$ cat config.mk
export PLATFORM = sky130hd
export DESIGN_NAME = nonce_gen_multi_flat
export DESIGN_NICKNAME = d
export VERILOG_FILES = /design/src/rtl/nonce_gen_multi_if.sv /design/src/rtl/nonce_gen_multi.sv /design/src/flat_wrapper.sv
export SDC_FILE = /design/constraint.sdc
export NUM_CORES = 1
export LEC_CHECK = 0
export CORE_MARGIN = 2
export CORE_UTILIZATION = 54
export DETAILED_ROUTE_END_ITERATION = 7
export GPL_ROUTABILITY_DRIVEN = 0
export GPL_TIMING_DRIVEN = 1
export PLACE_DENSITY = 0.78
export RECOVER_POWER = 25
export SKIP_LAST_GASP = 1
export SLEW_MARGIN = 10
export SYNTH_ARGS = -nofsm -noshare
export SYNTH_HDL_FRONTEND = slang
export SYNTH_SLANG_ARGS = --single-unit
$ cat constraint.sdc
create_clock -name clk -period 10.9 [get_ports clk]
set_input_delay 3.27 -clock clk [delete_from_list [all_inputs] [get_ports clk]]
set_output_delay 3.27 -clock clk [all_outputs]
set_load 0.02 [all_outputs]
$ cat src/rtl/nonce_gen_multi_if.sv
`default_nettype none
// ============================================================================
//  Module      : nonce_gen_multi_if
//  Description : Handshake/bus bundle for the multi-lane nonce generator.
//                The master side (consumer/controller) drives load, seed_in,
//                stride_in, mode, next and fin. The slave side (generator)
//                returns nonce, nonce_valid, exhausted and iter.
//  Ports       : load, seed_in[WIDTH], stride_in[WIDTH], mode, next, fin
//                nonce[LANES*WIDTH], nonce_valid, exhausted, iter[32]
//  Revision    : 1.0 - initial release
// ============================================================================
interface nonce_gen_multi_if #(
    parameter int WIDTH = 32,
    parameter int LANES = 4
);
    logic                     load;
    logic [WIDTH-1:0]         seed_in;
    logic [WIDTH-1:0]         stride_in;
    logic                     mode;
    logic                     next;
    logic                     fin;
    logic [LANES*WIDTH-1:0]   nonce;
    logic                     nonce_valid;
    logic                     exhausted;
    logic [31:0]              iter;

    modport master (
        output load, seed_in, stride_in, mode, next, fin,
        input  nonce, nonce_valid, exhausted, iter
    );

    modport slave (
        input  load, seed_in, stride_in, mode, next, fin,
        output nonce, nonce_valid, exhausted, iter
    );
endinterface
`default_nettype wire

$ cat src/rtl/nonce_gen_multi.sv
`default_nettype none
// ============================================================================
//  Module      : nonce_gen_multi
//  Description : Presents LANES nonces in parallel. Mode 0 spaces lanes by a
//                stride (lane i = base + i*stride), mode 1 makes them
//                contiguous (lane i = base + i). Each accepted set advances
//                the base by one full set. fin freezes the current set
//                (sticky HOLD); MAX_ITER accepted advances end the search
//                (DONE). load restarts from any state.
//  Ports       : clk      - clock, rising edge
//                reset_L  - asynchronous active-low reset
//                bus      - nonce_gen_multi_if slave modport
//                           (load/seed_in/stride_in/mode/next/fin in,
//                            nonce/nonce_valid/exhausted/iter out)
//  Revision    : 1.0 - initial release
// ============================================================================
module nonce_gen_multi #(
    parameter int          WIDTH    = 32,
    parameter int          LANES    = 4,
    parameter logic [31:0] SEED     = 32'h80a9d9e7,
    parameter logic [31:0] STRIDE   = 32'h234b724a,
    parameter logic [31:0] MAX_ITER = 32'hFFFFFFFF
) (
    input  wire logic          clk,
    input  wire logic          reset_L,
    nonce_gen_multi_if.slave   bus
);

    localparam logic [1:0] c_ST_IDLE = 2'd0;
    localparam logic [1:0] c_ST_RUN  = 2'd1;
    localparam logic [1:0] c_ST_HOLD = 2'd2;
    localparam logic [1:0] c_ST_DONE = 2'd3;

    localparam logic [WIDTH-1:0] c_SEED    = WIDTH'(SEED);
    localparam logic [WIDTH-1:0] c_STRIDE  = WIDTH'(STRIDE);
    // LANES reduced modulo 2^WIDTH gives the same wrapped product.
    localparam logic [WIDTH-1:0] c_LANES_W = WIDTH'(LANES);

    // Lane set for a given base/stride/mode; all sums wrap modulo 2^WIDTH.
    function automatic logic [LANES*WIDTH-1:0] f_lanes(
        input logic [WIDTH-1:0] base,
        input logic [WIDTH-1:0] stride,
        input logic             contiguous
    );
        logic [LANES*WIDTH-1:0] v;
        v = '0;
        for (int i = 0; i < LANES; i++) begin
            if (contiguous)
                v[i*WIDTH +: WIDTH] = base + WIDTH'(i);
            else
                v[i*WIDTH +: WIDTH] = base + WIDTH'(i) * stride;
        end
        return v;
    endfunction

    logic [1:0]             r_state;
    logic [WIDTH-1:0]       r_base;
    logic [WIDTH-1:0]       r_stride;
    logic                   r_mode;
    logic [31:0]            r_iter;
    logic [LANES*WIDTH-1:0] r_lanes;
    logic                   r_nonce_valid;
    logic                   r_exhausted;

    logic [WIDTH-1:0]       w_step;
    logic [WIDTH-1:0]       w_next_base;
    logic [LANES*WIDTH-1:0] w_adv_lanes;
    logic [LANES*WIDTH-1:0] w_load_lanes;
    logic [31:0]            w_iter_inc;
    logic                   w_accept;

    always_comb begin
        w_step       = r_mode ? c_LANES_W : c_LANES_W * r_stride;
        w_next_base  = r_base + w_step;
        w_adv_lanes  = f_lanes(w_next_base, r_stride, r_mode);
        w_load_lanes = f_lanes(bus.seed_in, bus.stride_in, bus.mode);
        w_iter_inc   = r_iter + 32'd1;
        // load and fin are handled ahead of this in the priority chain.
        w_accept     = (r_state == c_ST_RUN) && r_nonce_valid && bus.next;
    end

    always_ff @(posedge clk or negedge reset_L) begin
        if (!reset_L) begin
            r_state       <= c_ST_IDLE;
            r_base        <= c_SEED;
            r_stride      <= c_STRIDE;
            r_mode        <= 1'b0;
            r_iter        <= 32'd0;
            r_lanes       <= f_lanes(c_SEED, c_STRIDE, 1'b0);
            r_nonce_valid <= 1'b0;
            r_exhausted   <= 1'b0;
        end else if (bus.load) begin
            r_state       <= c_ST_RUN;
            r_base        <= bus.seed_in;
            r_stride      <= bus.stride_in;
            r_mode        <= bus.mode;
            r_iter        <= 32'd0;
            r_lanes       <= w_load_lanes;
            r_nonce_valid <= 1'b1;
            r_exhausted   <= 1'b0;
        end else begin
            case (r_state)
                c_ST_RUN: begin
                    if (bus.fin) begin
                        // Freeze the found set; base, lanes and iter untouched.
                        r_state       <= c_ST_HOLD;
                        r_nonce_valid <= 1'b0;
                    end else if (w_accept) begin
                        r_iter <= w_iter_inc;
                        if (w_iter_inc == MAX_ITER) begin
                            // Last permitted advance: lanes keep the final set.
                            r_state       <= c_ST_DONE;
                            r_nonce_valid <= 1'b0;
                            r_exhausted   <= 1'b1;
                        end else begin
                            r_base  <= w_next_base;
                            r_lanes <= w_adv_lanes;
                        end
                    end
                end
                // IDLE, HOLD and DONE only leave on load or reset.
                default: begin
                    r_state <= r_state;
                end
            endcase
        end
    end

    assign bus.nonce       = r_lanes;
    assign bus.nonce_valid = r_nonce_valid;
    assign bus.exhausted   = r_exhausted;
    assign bus.iter        = r_iter;

endmodule
`default_nettype wire

$ cat src/flat_wrapper.sv
// flat-port wrapper written by rule: the top's interface ports become plain ports
module nonce_gen_multi_flat 
#(
    parameter int          WIDTH    = 32,
    parameter int          LANES    = 4,
    parameter logic [31:0] SEED     = 32'h80a9d9e7,
    parameter logic [31:0] STRIDE   = 32'h234b724a,
    parameter logic [31:0] MAX_ITER = 32'hFFFFFFFF
)
  (clk, reset_L, bus_load, bus_seed_in, bus_stride_in, bus_mode, bus_next, bus_fin, bus_nonce, bus_nonce_valid, bus_exhausted, bus_iter);
  nonce_gen_multi_if #(.WIDTH(WIDTH), .LANES(LANES)) bus_i ();
  input  wire logic clk;
  input  wire logic reset_L;
  input wire logic [$bits(bus_i.load)-1:0] bus_load;
  input wire logic [$bits(bus_i.seed_in)-1:0] bus_seed_in;
  input wire logic [$bits(bus_i.stride_in)-1:0] bus_stride_in;
  input wire logic [$bits(bus_i.mode)-1:0] bus_mode;
  input wire logic [$bits(bus_i.next)-1:0] bus_next;
  input wire logic [$bits(bus_i.fin)-1:0] bus_fin;
  output wire logic [$bits(bus_i.nonce)-1:0] bus_nonce;
  output wire logic [$bits(bus_i.nonce_valid)-1:0] bus_nonce_valid;
  output wire logic [$bits(bus_i.exhausted)-1:0] bus_exhausted;
  output wire logic [$bits(bus_i.iter)-1:0] bus_iter;
  assign bus_i.load = bus_load;
  assign bus_i.seed_in = bus_seed_in;
  assign bus_i.stride_in = bus_stride_in;
  assign bus_i.mode = bus_mode;
  assign bus_i.next = bus_next;
  assign bus_i.fin = bus_fin;
  assign bus_nonce = bus_i.nonce;
  assign bus_nonce_valid = bus_i.nonce_valid;
  assign bus_exhausted = bus_i.exhausted;
  assign bus_iter = bus_i.iter;
  nonce_gen_multi #(.WIDTH(WIDTH), .LANES(LANES), .SEED(SEED), .STRIDE(STRIDE), .MAX_ITER(MAX_ITER)) u_core (.clk(clk), .reset_L(reset_L), .bus(bus_i));
endmodule
==> summary.txt <==
Status
  – Status: finished, violations left
  – Failing checks: capacitance limit, slew limit

Yosys
  – Post-Syn Area: 0.02424 mm2
  – Post-synthesis sequential area ratio: between 20% and 30%
  – Post-Synth Adder-Cell Area: between 10% and 20%
  – Xor/xnor share of the synthesized area: 10.44%
  – Post-synth EDFFs: 0
  – Synth Area in Simple Gates: 19.80%
  – Main combinational cell family by area after synthesis: compound AO/OA/AOI/OAI gates
  – Syn. warnings: 0
  – Multiplexer share of the synthesized area: 2.591%
  – Unique masters post-synth: around 120
  – Syn_nets: 3334
  – Synth Instances: 3012
  – Compound-Gate Fraction of Synth Area: 25.11%
  – Syn Area/Cell: 8.048 um2
  – Dominant synthesized flop cell: dfrtp_1
  – Register bit total from synthesis: 198
  – Ys async rst share: 100.0%

Placed design
  – Port-buffer cells: about 230
  – Post-DP HPWL: 61660 um
  – Cells after DPL: 3670
  – Pre-CTS setup slack: about 2.8 ns

Power
  – Power Dens Cells: 177.1 mW/mm2
  – Design Power: 0.004798 W
  – VDD IR-drop max: approximately 0.13 mV
  – Leak: 11.37 nW

Timing
  – Hold Vio Cnt, Final: 0
  – RSZ-0062 raised after global routing: no
  – Final setup viols: 0
  – Clock Skew: around 0.020 ns
  – Max frequency: about 110 MHz
  – Worst hold slack: between 0.5 and 0.6 ns
  – Max-slew headroom: -284.5%
  – Sum Neg Setup Slack: 0 ns
  – Worst slew pin tran: 5.768 ns
  – Pins Over Slew Limit: 204
  – Period Utilization, post-route: 80.62%
  – Final min period: 8.788 ns
  – Final setup margin: 2.112 ns

Global route
  – Initial antenna violation count: 6
  – GRT overflow: 0
  – Total Routing Usage GR: 33.56%
  – Global-route wire length before repair: 123600 um
  – Number of global-route vias before repair: 22510
  – Pin count of the biggest net entering global routing: 174

Cells and area
  – Synthesis-to-layout area growth: 11.75%
  – # diodes: 0
  – Register area: roughly 0.0051 mm2
  – Nets: ~3400
  – Final Non-Filler Cells: 3702
  – Layout cell share with drive strength beyond 1: 7.524%
  – Fillers: about 3800
  – Multi-input combinational cell area: 0.01781 mm2

Clock network
  – Hold-fix buffers, CTS: 0
  – Clk Latency, worst-skew pair: 0.49 ns
  – Clock root cell: clkbuf_16
  – Htree depth: 4
  – TritonCTS Buffers: 17
  – CTS resizes: 0
  – Clock Sinks: between 150 and 200
  – Clock transition at path regs: approximately 0.08 ns
  – CTS Buffer Depth: 2
  – Setup Buffers After CTS: 0
  – CTS tree: yes

Worst setup path
  – CP startpoint kind: primary input
  – Worst EP required: between 10 and 15 ns
  – Worst EP arrival: 9.21 ns
  – Reg2reg setup slack: 2.97 ns
  – CP endpoint kind: flip-flop
  – Max FO, Critical Path: between 150 and 200
  – Worst setup path class: in2reg

Floorplanning
  – Initial Util: 54.82%
  – Core area: between 0.04 and 0.05 mm2
  – Die Ht: 215.9 um
  – Full die area: 0.04660 mm2
  – # IOs: 232
  – Die width: ~220 um
  – FP Rows: a little under 80

Routing
  – Drt wl/cell: 21.70 um
  – Total wire length: 80320 um
  – 1st-pass router iterations: 6
  – DRC errors left: 0
  – Routed vias: about 24000
  – Final ANT Viol Nets: 0
  – Number of DRC markers in iteration 0: ~3100
  – Via density: 6.509

Hold path
  – Hold crit path type: reg2reg

Job
  – Maximum capacitance violations: 2
## routing by layer
metal  GRT usage, %  routed length (um)
met1          48.02               33950
met2          49.82               34280
met3          7.724                9624
met4          10.99                2440
met5              0                  13
## power breakdown
part | internal (W) | switching, W | total (W) | leakage (nW)
logic | 0.00126 | 0.00186 | 0.00313 | 8.78
clock network | 0.000302 | 0.000347 | 0.000650 | 0.274
registers | 0.000884 | 0.000139 | 0.00102 | 2.31
## through the flow
step / utilization [%] / area [um2]
after floorplan: - / 24240
after global placement: 60.02 / 26540
after detailed placement: 60.02 / 26540
after CTS: 61.30 / 27110
after global routing: 61.26 / 27090
final: 61.26 / 27090
## final cells by class
| type | instances | share of cell area, % |
|---|---|---|
| inverters | 130 | 1.820 |
| repair buffers | 246 | 8.933 |
| clock inverters | 15 | 0.5219 |
| flip-flops and latches | 198 | 18.67 |
| clock buffers | 17 | 1.570 |
| multi-input cells | 2504 | 65.75 |
| well taps | 592 | 2.734 |
## worst max-delay path: stages
cell,delay [ns]
clkbuf_1,3.95
buf_12,0.52
inv_2,0.06
buf_4,0.37
or4_1,0.59
a21oi_1,0.13
nor3_1,0.08
nand4_1,0.11
## final timing paths
kind,from,to,cells after the start
worst max register to register,u_core.r_mode,u_core.bus.nonce[127],28
max in group asynchronous,reset_L,u_core.r_mode,2
min in group asynchronous,reset_L,u_core.bus.nonce[4],1
worst min-delay path,u_core.r_state[1],u_core.r_state[1],1
worst max-delay path,bus_load,u_core.bus.nonce[95],8
worst min register to register,u_core.r_state[1],u_core.r_state[1],1
## registers in the layout, summed over array words and instances (netlist names)
signal and cells:
u_core.r_stride 32, u_core.bus.iter 32, u_core.bus.nonce 127, u_core.bus.exhausted 1
u_core.r_mode 1, u_core.r_state 2, u_core.bus.nonce_valid 1, u_core.r_base 2
## synth_stat cells (9+ instances only)
cell       number  share of area [%]
a21boi_0        9               0.28
and2_1         18               0.46
nand3_1        70                1.4
o21bai_1       18               0.56
a211oi_1       48                1.5
a41oi_1        11               0.40
clkbuf_1      106                1.6
buf_2          28               0.58
and4_1         10               0.36
nand4_1        36               0.93
nor3_1         55                1.1
a22oi_1        20               0.62
buf_4          35                1.1
or2_2          14               0.36
inv_1         125                1.9
or3_1          29               0.75
fa_1           64                5.3
nor2b_1        83                2.1
o22ai_1        10               0.26
o21a_1         28               0.87
a21oi_1       252                5.2
a31oi_1        38               0.98
o21ai_0       243                5.0
nand2_1       266                4.1
o2111ai_1      10               0.36
nor2_1        224                3.5
ha_1          188                9.7
o31ai_1        20               0.62
nand2b_1       39                1.0
o211ai_1       55                1.7
nor4_1         11               0.28
dfrtp_1       119                 12
xnor2_1       168                6.1
mux2_2         20               0.93
dfstp_2        79                8.6
and3_1         50                1.3
xor2_1        102                3.7
mux2i_1        38                1.6
nand3b_1       13               0.40
a21o_1         86                2.7
## cell usage in the layout, fill, tap and decap left out, types with 70 or more instances in the layout
master             n
inv_1            124
xnor2_1          168
dfstp_2           79
nand2_1          266
a21oi_1          252
a21o_1            86
clkdlybuf4s50_1  228
xor2_1           102
ha_1             188
nand3_1           70
o21ai_0          243
nor2_1           223
nor2b_1           83
dfrtp_1          118
## kinds of logic after synthesis
kind of cell             Yosys count
buffers and inverters            310
XOR/XNOR                         279
flip-flops                       198
AND/OR/NAND/NOR                  958
adder cells (fa/ha/maj)          263
AO/OA/AOI/OAI                    945
multiplexers                      59
Power figures use the tool's default switching activity.
